**src/rtl/avalon_mem_master_pkg.sv**
```systemverilog
// Shared types for the CPU-side Avalon-MM master: access sizes and FSM states.
package avalon_mem_master_pkg;

  typedef logic [31:0] size_t;

  typedef enum logic [1:0] {
    SIZE_BYTE = 2'd0,
    SIZE_HALF = 2'd1,
    SIZE_WORD = 2'd2
  } mem_size_t;

  typedef enum logic [1:0] {
    IDLE  = 2'd0,
    CMD   = 2'd1,
    RDATA = 2'd2,
    RESP  = 2'd3
  } state_t;

endpackage

```
**src/rtl/avalon_mem_master_lane_align.sv**
```systemverilog
// Byte-lane steering for stores and lane extraction plus sign/zero extension for loads.
module mem_lane_align
  import avalon_mem_master_pkg::*;
(
  input  mem_size_t   wr_size,
  input  logic [1:0]  wr_lane,
  input  logic [31:0] wdata,
  output logic [3:0]  byteenable,
  output logic [31:0] writedata,
  input  mem_size_t   rd_size,
  input  logic        rd_signed,
  input  logic [1:0]  rd_lane,
  input  logic [31:0] readdata,
  output logic [31:0] rdata
);

  logic [7:0]  rd_byte;
  logic [15:0] rd_half;

  always_comb begin
    byteenable = 4'b1111;
    writedata  = wdata;
    case (wr_size)
      SIZE_BYTE: begin
        byteenable = 4'b0001 << wr_lane;
        writedata  = {4{wdata[7:0]}};
      end
      SIZE_HALF: begin
        byteenable = wr_lane[1] ? 4'b1100 : 4'b0011;
        writedata  = {2{wdata[15:0]}};
      end
      default: ;
    endcase
  end

  always_comb begin
    rd_byte = readdata[8*rd_lane +: 8];
    rd_half = readdata[16*rd_lane[1] +: 16];
    rdata   = readdata;
    case (rd_size)
      SIZE_BYTE: rdata = {{24{rd_signed & rd_byte[7]}}, rd_byte};
      SIZE_HALF: rdata = {{16{rd_signed & rd_half[15]}}, rd_half};
      default: ;
    endcase
  end

endmodule

```
**src/rtl/avalon_mem_master.sv**
```systemverilog
// CPU load/store to single-beat Avalon-MM master. Define AVALON_MEM_MASTER_ALIGN_CHECK_EN
// to reject misaligned half/word requests with resp_error instead of force-aligning them.
module avalon_mem_master
  import avalon_mem_master_pkg::*;
#(
  parameter logic [31:0] RESET_ADDR = 32'hBFC00000
) (
  input  logic        clk,
  input  logic        reset_n,
  input  logic        req_valid,
  output logic        req_ready,
  input  logic        req_write,
  input  logic [1:0]  req_size,
  input  logic        req_signed,
  input  logic [31:0] req_addr,
  input  logic [31:0] req_wdata,
  output logic        resp_valid,
  output logic [31:0] resp_rdata,
  output logic [31:0] address,
  output logic        read,
  output logic        write,
  output logic [3:0]  byteenable,
  output logic [31:0] writedata,
  input  logic [31:0] readdata,
  input  logic        waitrequest
`ifdef AVALON_MEM_MASTER_ALIGN_CHECK_EN
  ,
  output logic        resp_error
`endif
);

  state_t      state_q, state_d;
  logic [31:0] address_q, address_d;
  logic        read_q, read_d;
  logic        write_q, write_d;
  logic [3:0]  be_q, be_d;
  logic [31:0] wdata_q, wdata_d;
  logic        resp_valid_q, resp_valid_d;
  logic [31:0] resp_rdata_q, resp_rdata_d;
  mem_size_t   size_q, size_d;
  logic        signed_q, signed_d;
  logic [1:0]  lane_q, lane_d;

  logic [3:0]  lane_be;
  logic [31:0] lane_wdata;
  logic [31:0] lane_rdata;
  logic        misaligned;

  mem_lane_align u_align (
    .wr_size    (mem_size_t'(req_size)),
    .wr_lane    (req_addr[1:0]),
    .wdata      (req_wdata),
    .byteenable (lane_be),
    .writedata  (lane_wdata),
    .rd_size    (size_q),
    .rd_signed  (signed_q),
    .rd_lane    (lane_q),
    .readdata   (readdata),
    .rdata      (lane_rdata)
  );

`ifdef AVALON_MEM_MASTER_ALIGN_CHECK_EN
  logic resp_error_q, resp_error_d;

  always_comb begin
    misaligned = 1'b0;
    if (mem_size_t'(req_size) == SIZE_HALF) misaligned = req_addr[0];
    else if (mem_size_t'(req_size) != SIZE_BYTE) misaligned = |req_addr[1:0];
  end
`else
  assign misaligned = 1'b0;
`endif

  always_comb begin
    state_d      = state_q;
    address_d    = address_q;
    read_d       = read_q;
    write_d      = write_q;
    be_d         = be_q;
    wdata_d      = wdata_q;
    resp_valid_d = 1'b0;
    resp_rdata_d = resp_rdata_q;
    size_d       = size_q;
    signed_d     = signed_q;
    lane_d       = lane_q;
`ifdef AVALON_MEM_MASTER_ALIGN_CHECK_EN
    resp_error_d = resp_error_q;
`endif
    case (state_q)
      IDLE: begin
        if (req_valid) begin
          size_d   = mem_size_t'(req_size);
          signed_d = req_signed;
          lane_d   = req_addr[1:0];
`ifdef AVALON_MEM_MASTER_ALIGN_CHECK_EN
          resp_error_d = misaligned;
`endif
          if (misaligned) begin
            // Rejected without touching the bus.
            state_d      = RESP;
            resp_valid_d = 1'b1;
            resp_rdata_d = '0;
          end else begin
            state_d   = CMD;
            address_d = {req_addr[31:2], 2'b00};
            read_d    = ~req_write;
            write_d   = req_write;
            be_d      = lane_be;
            wdata_d   = lane_wdata;
          end
        end
      end
      CMD: begin
        if (!waitrequest) begin
          read_d  = 1'b0;
          write_d = 1'b0;
          if (write_q) begin
            state_d      = RESP;
            resp_valid_d = 1'b1;
            resp_rdata_d = '0;
          end else begin
            state_d = RDATA;
          end
        end
      end
      RDATA: begin
        state_d      = RESP;
        resp_valid_d = 1'b1;
        resp_rdata_d = lane_rdata;
      end
      RESP: begin
        state_d   = IDLE;
        address_d = RESET_ADDR;
        be_d      = '0;
        wdata_d   = '0;
      end
      default: state_d = IDLE;
    endcase
  end

  always_ff @(posedge clk or negedge reset_n) begin
    if (!reset_n) begin
      state_q      <= IDLE;
      address_q    <= RESET_ADDR;
      read_q       <= 1'b0;
      write_q      <= 1'b0;
      be_q         <= '0;
      wdata_q      <= '0;
      resp_valid_q <= 1'b0;
      resp_rdata_q <= '0;
      size_q       <= SIZE_WORD;
      signed_q     <= 1'b0;
      lane_q       <= '0;
`ifdef AVALON_MEM_MASTER_ALIGN_CHECK_EN
      resp_error_q <= 1'b0;
`endif
    end else begin
      state_q      <= state_d;
      address_q    <= address_d;
      read_q       <= read_d;
      write_q      <= write_d;
      be_q         <= be_d;
      wdata_q      <= wdata_d;
      resp_valid_q <= resp_valid_d;
      resp_rdata_q <= resp_rdata_d;
      size_q       <= size_d;
      signed_q     <= signed_d;
      lane_q       <= lane_d;
`ifdef AVALON_MEM_MASTER_ALIGN_CHECK_EN
      resp_error_q <= resp_error_d;
`endif
    end
  end

  assign req_ready  = (state_q == IDLE);
  assign address    = address_q;
  assign read       = read_q;
  assign write      = write_q;
  assign byteenable = be_q;
  assign writedata  = wdata_q;
  assign resp_valid = resp_valid_q;
  assign resp_rdata = resp_rdata_q;
`ifdef AVALON_MEM_MASTER_ALIGN_CHECK_EN
  assign resp_error = resp_error_q;
`endif

endmodule

```
**config.mk**
```make
export PLATFORM = sky130hd
export DESIGN_NAME = avalon_mem_master
export DESIGN_NICKNAME = d
export VERILOG_FILES = /design/src/rtl/avalon_mem_master_pkg.sv /design/src/rtl/avalon_mem_master_lane_align.sv /design/src/rtl/avalon_mem_master.sv
export SDC_FILE = /design/constraint.sdc
export NUM_CORES = 1
export LEC_CHECK = 0
export BUFFER_PORTS_ARGS = -buffer_cell sky130_fd_sc_hd__buf_2
export CAP_MARGIN = 0
export CORE_MARGIN = 8
export CORE_UTILIZATION = 30
export DETAILED_ROUTE_END_ITERATION = 12
export HOLD_SLACK_MARGIN = 0.02
export SYNTH_ARGS = -nofsm -noshare
export SYNTH_HDL_FRONTEND = slang
export SYNTH_SLANG_ARGS = --single-unit
```
**constraint.sdc**
```tcl
create_clock -name clk -period 2.95 [get_ports clk]
set_input_delay 0.295 -clock clk [delete_from_list [all_inputs] [get_ports clk]]
set_output_delay 0.295 -clock clk [all_outputs]
set_load 0.01 [all_outputs]
```
==> run_results.csv <==
group,metric,value,unit
global_routing,grt_pass1_vias,4388,
hold_path,hold_class,"input port to async pin",
finish,drive_above_1_share,42.0,%
global_routing,grt_use_total,14.4,%
critical_path,slowest_stage,"a21boi_4",
die,die_w,144,µm
clocking,clk_path_buf_depth,2,
critical_path,max_stage_delay,0.55,ns
finish,seqCellArea,2720,µm²
die,coreArea,16300,µm²
die,row_count,47,
critical_path,critPathKind,"flop to flop",
critical_path,start_kind,"flop",
global_routing,grt_pass1_wl,23500,µm
sta,fin_crit_sh,77.3,%
synth,syn_area,4940,µm²
detailed_routing,vias,4207,
synth,synth_top_area_cell,"dfrtp_1",
critical_path,endpoint_kind,"flop",
clocking,cts_setup_buffers,0,
synth,netlist_instances,437,
sta,tightest_slew,1.11,ns
sta,setup_violations,0,
synth,synth_seq_area_share,54.9,%
clocking,numCtsBuffers,9,
finish,fill_cells,1636,
flow_run,cap_violations,0,
critical_path,path_max_fanout,19,
synth,synthSimpleGateAreaFrac,11.1,%
clocking,cts_htree_levels,3,
die,dieArea,20800,µm²
critical_path,worstReg2RegEnd,"address[2]",
die,num_io_pins,208,
critical_path,r2r_start,"state_q[1]",
global_routing,antenna_found_initial,0,
clocking,cts_sinks,108,
clocking,cts_tree,"built",
synth,synth_top_family_by_area,"compound AO/OA/AOI/OAI gates",
critical_path,rrSetupSlack,0.67,ns
clocking,cts_root_buf,"clkbuf_16",
sta,hold_viol,0,
sta,fin_tns_setup,0,ns
synth,synthArstFlopShare,100,%
synth,synth_fa_ha_area_share,1.27,%
placed_design,dp_hpwl,11500,µm
placed_design,port_buffers,205,
detailed_routing,drc,0,
clocking,hold_buffers,0,
sta,holdWs,0.00876,ns
clocking,post_cts_resized,0,
sta,drv_slew,0,
synth,synth_common_cells,"dfrtp_1 (98), nand2_1 (46), o21ai_0 (43), a22o_1 (31), clkbuf_1 (24)",
global_routing,grt_max_degree,59,
critical_path,crit_path_cell_trace,"inv_1 -> ha_1 -> nand2_1 -> a21boi_4 -> buf_4 -> a22o_1",
clocking,clk_pin_slew_worst_paths,0.07,ns
detailed_routing,first_iter_violations,265,
sta,clock_skew,0.0112,ns
sta,period_needed,2.28,ns
synth,ys.flop_type,"dfrtp_1",
synth,synth.distinct_cells,37,
sta,relSlewSlack,25.8,%
finish,area_growth,31.3,%
sta,rsz0062_at_grt,"no",
clocking,clk_latency,0.34,ns
sta,max_freq,439,MHz
detailed_routing,wl_per_cell,17.6,µm
critical_path,critPathTopFamily,"compound AO/OA/AOI/OAI gates",
synth,synth_edf_count,0,
critical_path,worstPathArrival,2.55,ns
critical_path,reg2regPathDepth,6,
synth,synth_most_common_cell,"dfrtp_1",
detailed_routing,drt_wl_total,15000,µm
finish,multi_input_area,2060,µm²
synth,netlist.area_leader.share,49.6,%
synth,synthTopCellsByArea,"dfrtp_1 (50%), a22o_1 (5.5%), dfstp_2 (5.3%)",
detailed_routing,viasPerCell,4.93,
outcome,outcome,"finished clean",
synth,ys_ff_latch,108,
synth,synth.avg_cell_area,11.3,µm²
critical_path,required,3.22,ns
die,die_h,144,µm
synth,synth_compound_area_share,20.5,%
detailed_routing,drt_first_pass_iters,5,
global_routing,grt-ovfl-total,0,
detailed_routing,ant_nets,0,
power_and_ir_drop,ir_drop,0.371,mV
finish,final_nets,737,
die,start_util,30.2,%
critical_path,crit_buf_inv,2,
synth,synth_warnings,0,
placed_design,place.gp.congestion,0.814,
power_and_ir_drop,power_density,995,nW/µm²
synth,synthMuxAreaShare,8.43,%
power_and_ir_drop,p_leak,3.28,nW
synth,synth-xor-area-share,0,%
==> worst register-to-register path, cell delays in order, from the launching register on <==
cell	delay [ns]
dfrtp_1	0.42
inv_1	0.11
ha_1	0.28
nand2_1	0.29
a21boi_4	0.55
buf_4	0.35
a22o_1	0.20
==> cells in the final DEF (no fill, tap or decap), types with 7 or more instances in the layout <==
cell type	synthesis	final
a221o_1	16	16
a22o_1	31	31
a32o_1	8	8
and2_1	8	8
buf_2	2	204
buf_4	2	7
clkbuf_16	0	9
dfrtp_1	98	98
dfstp_2	10	10
inv_1	8	8
mux2_2	21	21
mux2i_1	15	15
nand2_1	46	46
nand2b_1	18	18
nand3_1	10	10
nor2b_1	18	18
o21ai_0	43	43
o22a_1	9	9
o2bb2ai_1	7	7
==> per-layer routing <==
layer	track usage (%)	vias to the layer above	share of wire, %
met5	0	-	0
met4	4.44	0	1.6
met3	3.99	17	7.8
met2	23.8	168	49
met1	17.8	2065	42
li1	-	1957	-
==> cell families after synthesis <==
kind of cell    Yosys count
fa+ha+maj                 5
mux                      38
flops                   108
other cells               1
compound gates          136
simple gates            108
buf+inv                  41
==> metrics by stage <==
step           instances  setup WS (ns)  total power (W)  util (%)  instance area, µm²
3_5_place_dp         837          0.677          0.00527      37.8                6180
5_1_grt              853          0.433          0.00692      39.7                6490
2_1_floorplan        438          0.908          0.00416         -                4950
4_1_cts              853          0.651          0.00655      39.7                6490
3_3_place_gp         837          0.834          0.00517      37.8                6180
6_report             854          0.670          0.00646      39.7                6490
==> area by class of cell <==
type / instances / share of cell area (%)
diodes: 1 / 0.0386
clock buffers: 12 / 3.95
clock inverters: 4 / 0.848
inverters: 8 / 0.463
multi-input cells: 289 / 31.8
flip-flops and latches: 108 / 41.8
well taps: 220 / 4.24
repair buffers: 212 / 16.8
==> power breakdown <==
| part | switching (W) | internal [W] |
|---|---|---|
| clock network | 0.000543 | 0.000710 |
| registers | 0.000396 | 0.00206 |
| logic | 0.00153 | 0.00122 |
| total | 0.00247 | 0.00398 |
==> how the worst max path moves through the flow <==
stage               endpoint  slack [ns]       start  cells after the start
2_1_floorplan  byteenable[1]        0.91  state_q[0]                      9
3_3_place_gp   writedata[18]        0.83  state_q[0]                      7
3_5_place_dp      address[2]        0.68  state_q[0]                      6
4_1_cts           address[2]        0.65  state_q[1]                      6
5_1_grt        writedata[18]        0.43  state_q[0]                      7
6_report          address[2]        0.67  state_q[1]                      6
==> flip-flops by register name (all words and copies together), names as in the netlist <==
| name | flops |
|---|---|
| byteenable | 4 |
| state_q | 2 |
| resp_valid | 1 |
| size_q | 2 |
| writedata | 32 |
| read | 1 |
| resp_rdata | 32 |
| lane_q | 2 |
| address | 30 |
| signed_q | 1 |
| write | 1 |
Power figures use the tool's default switching activity.
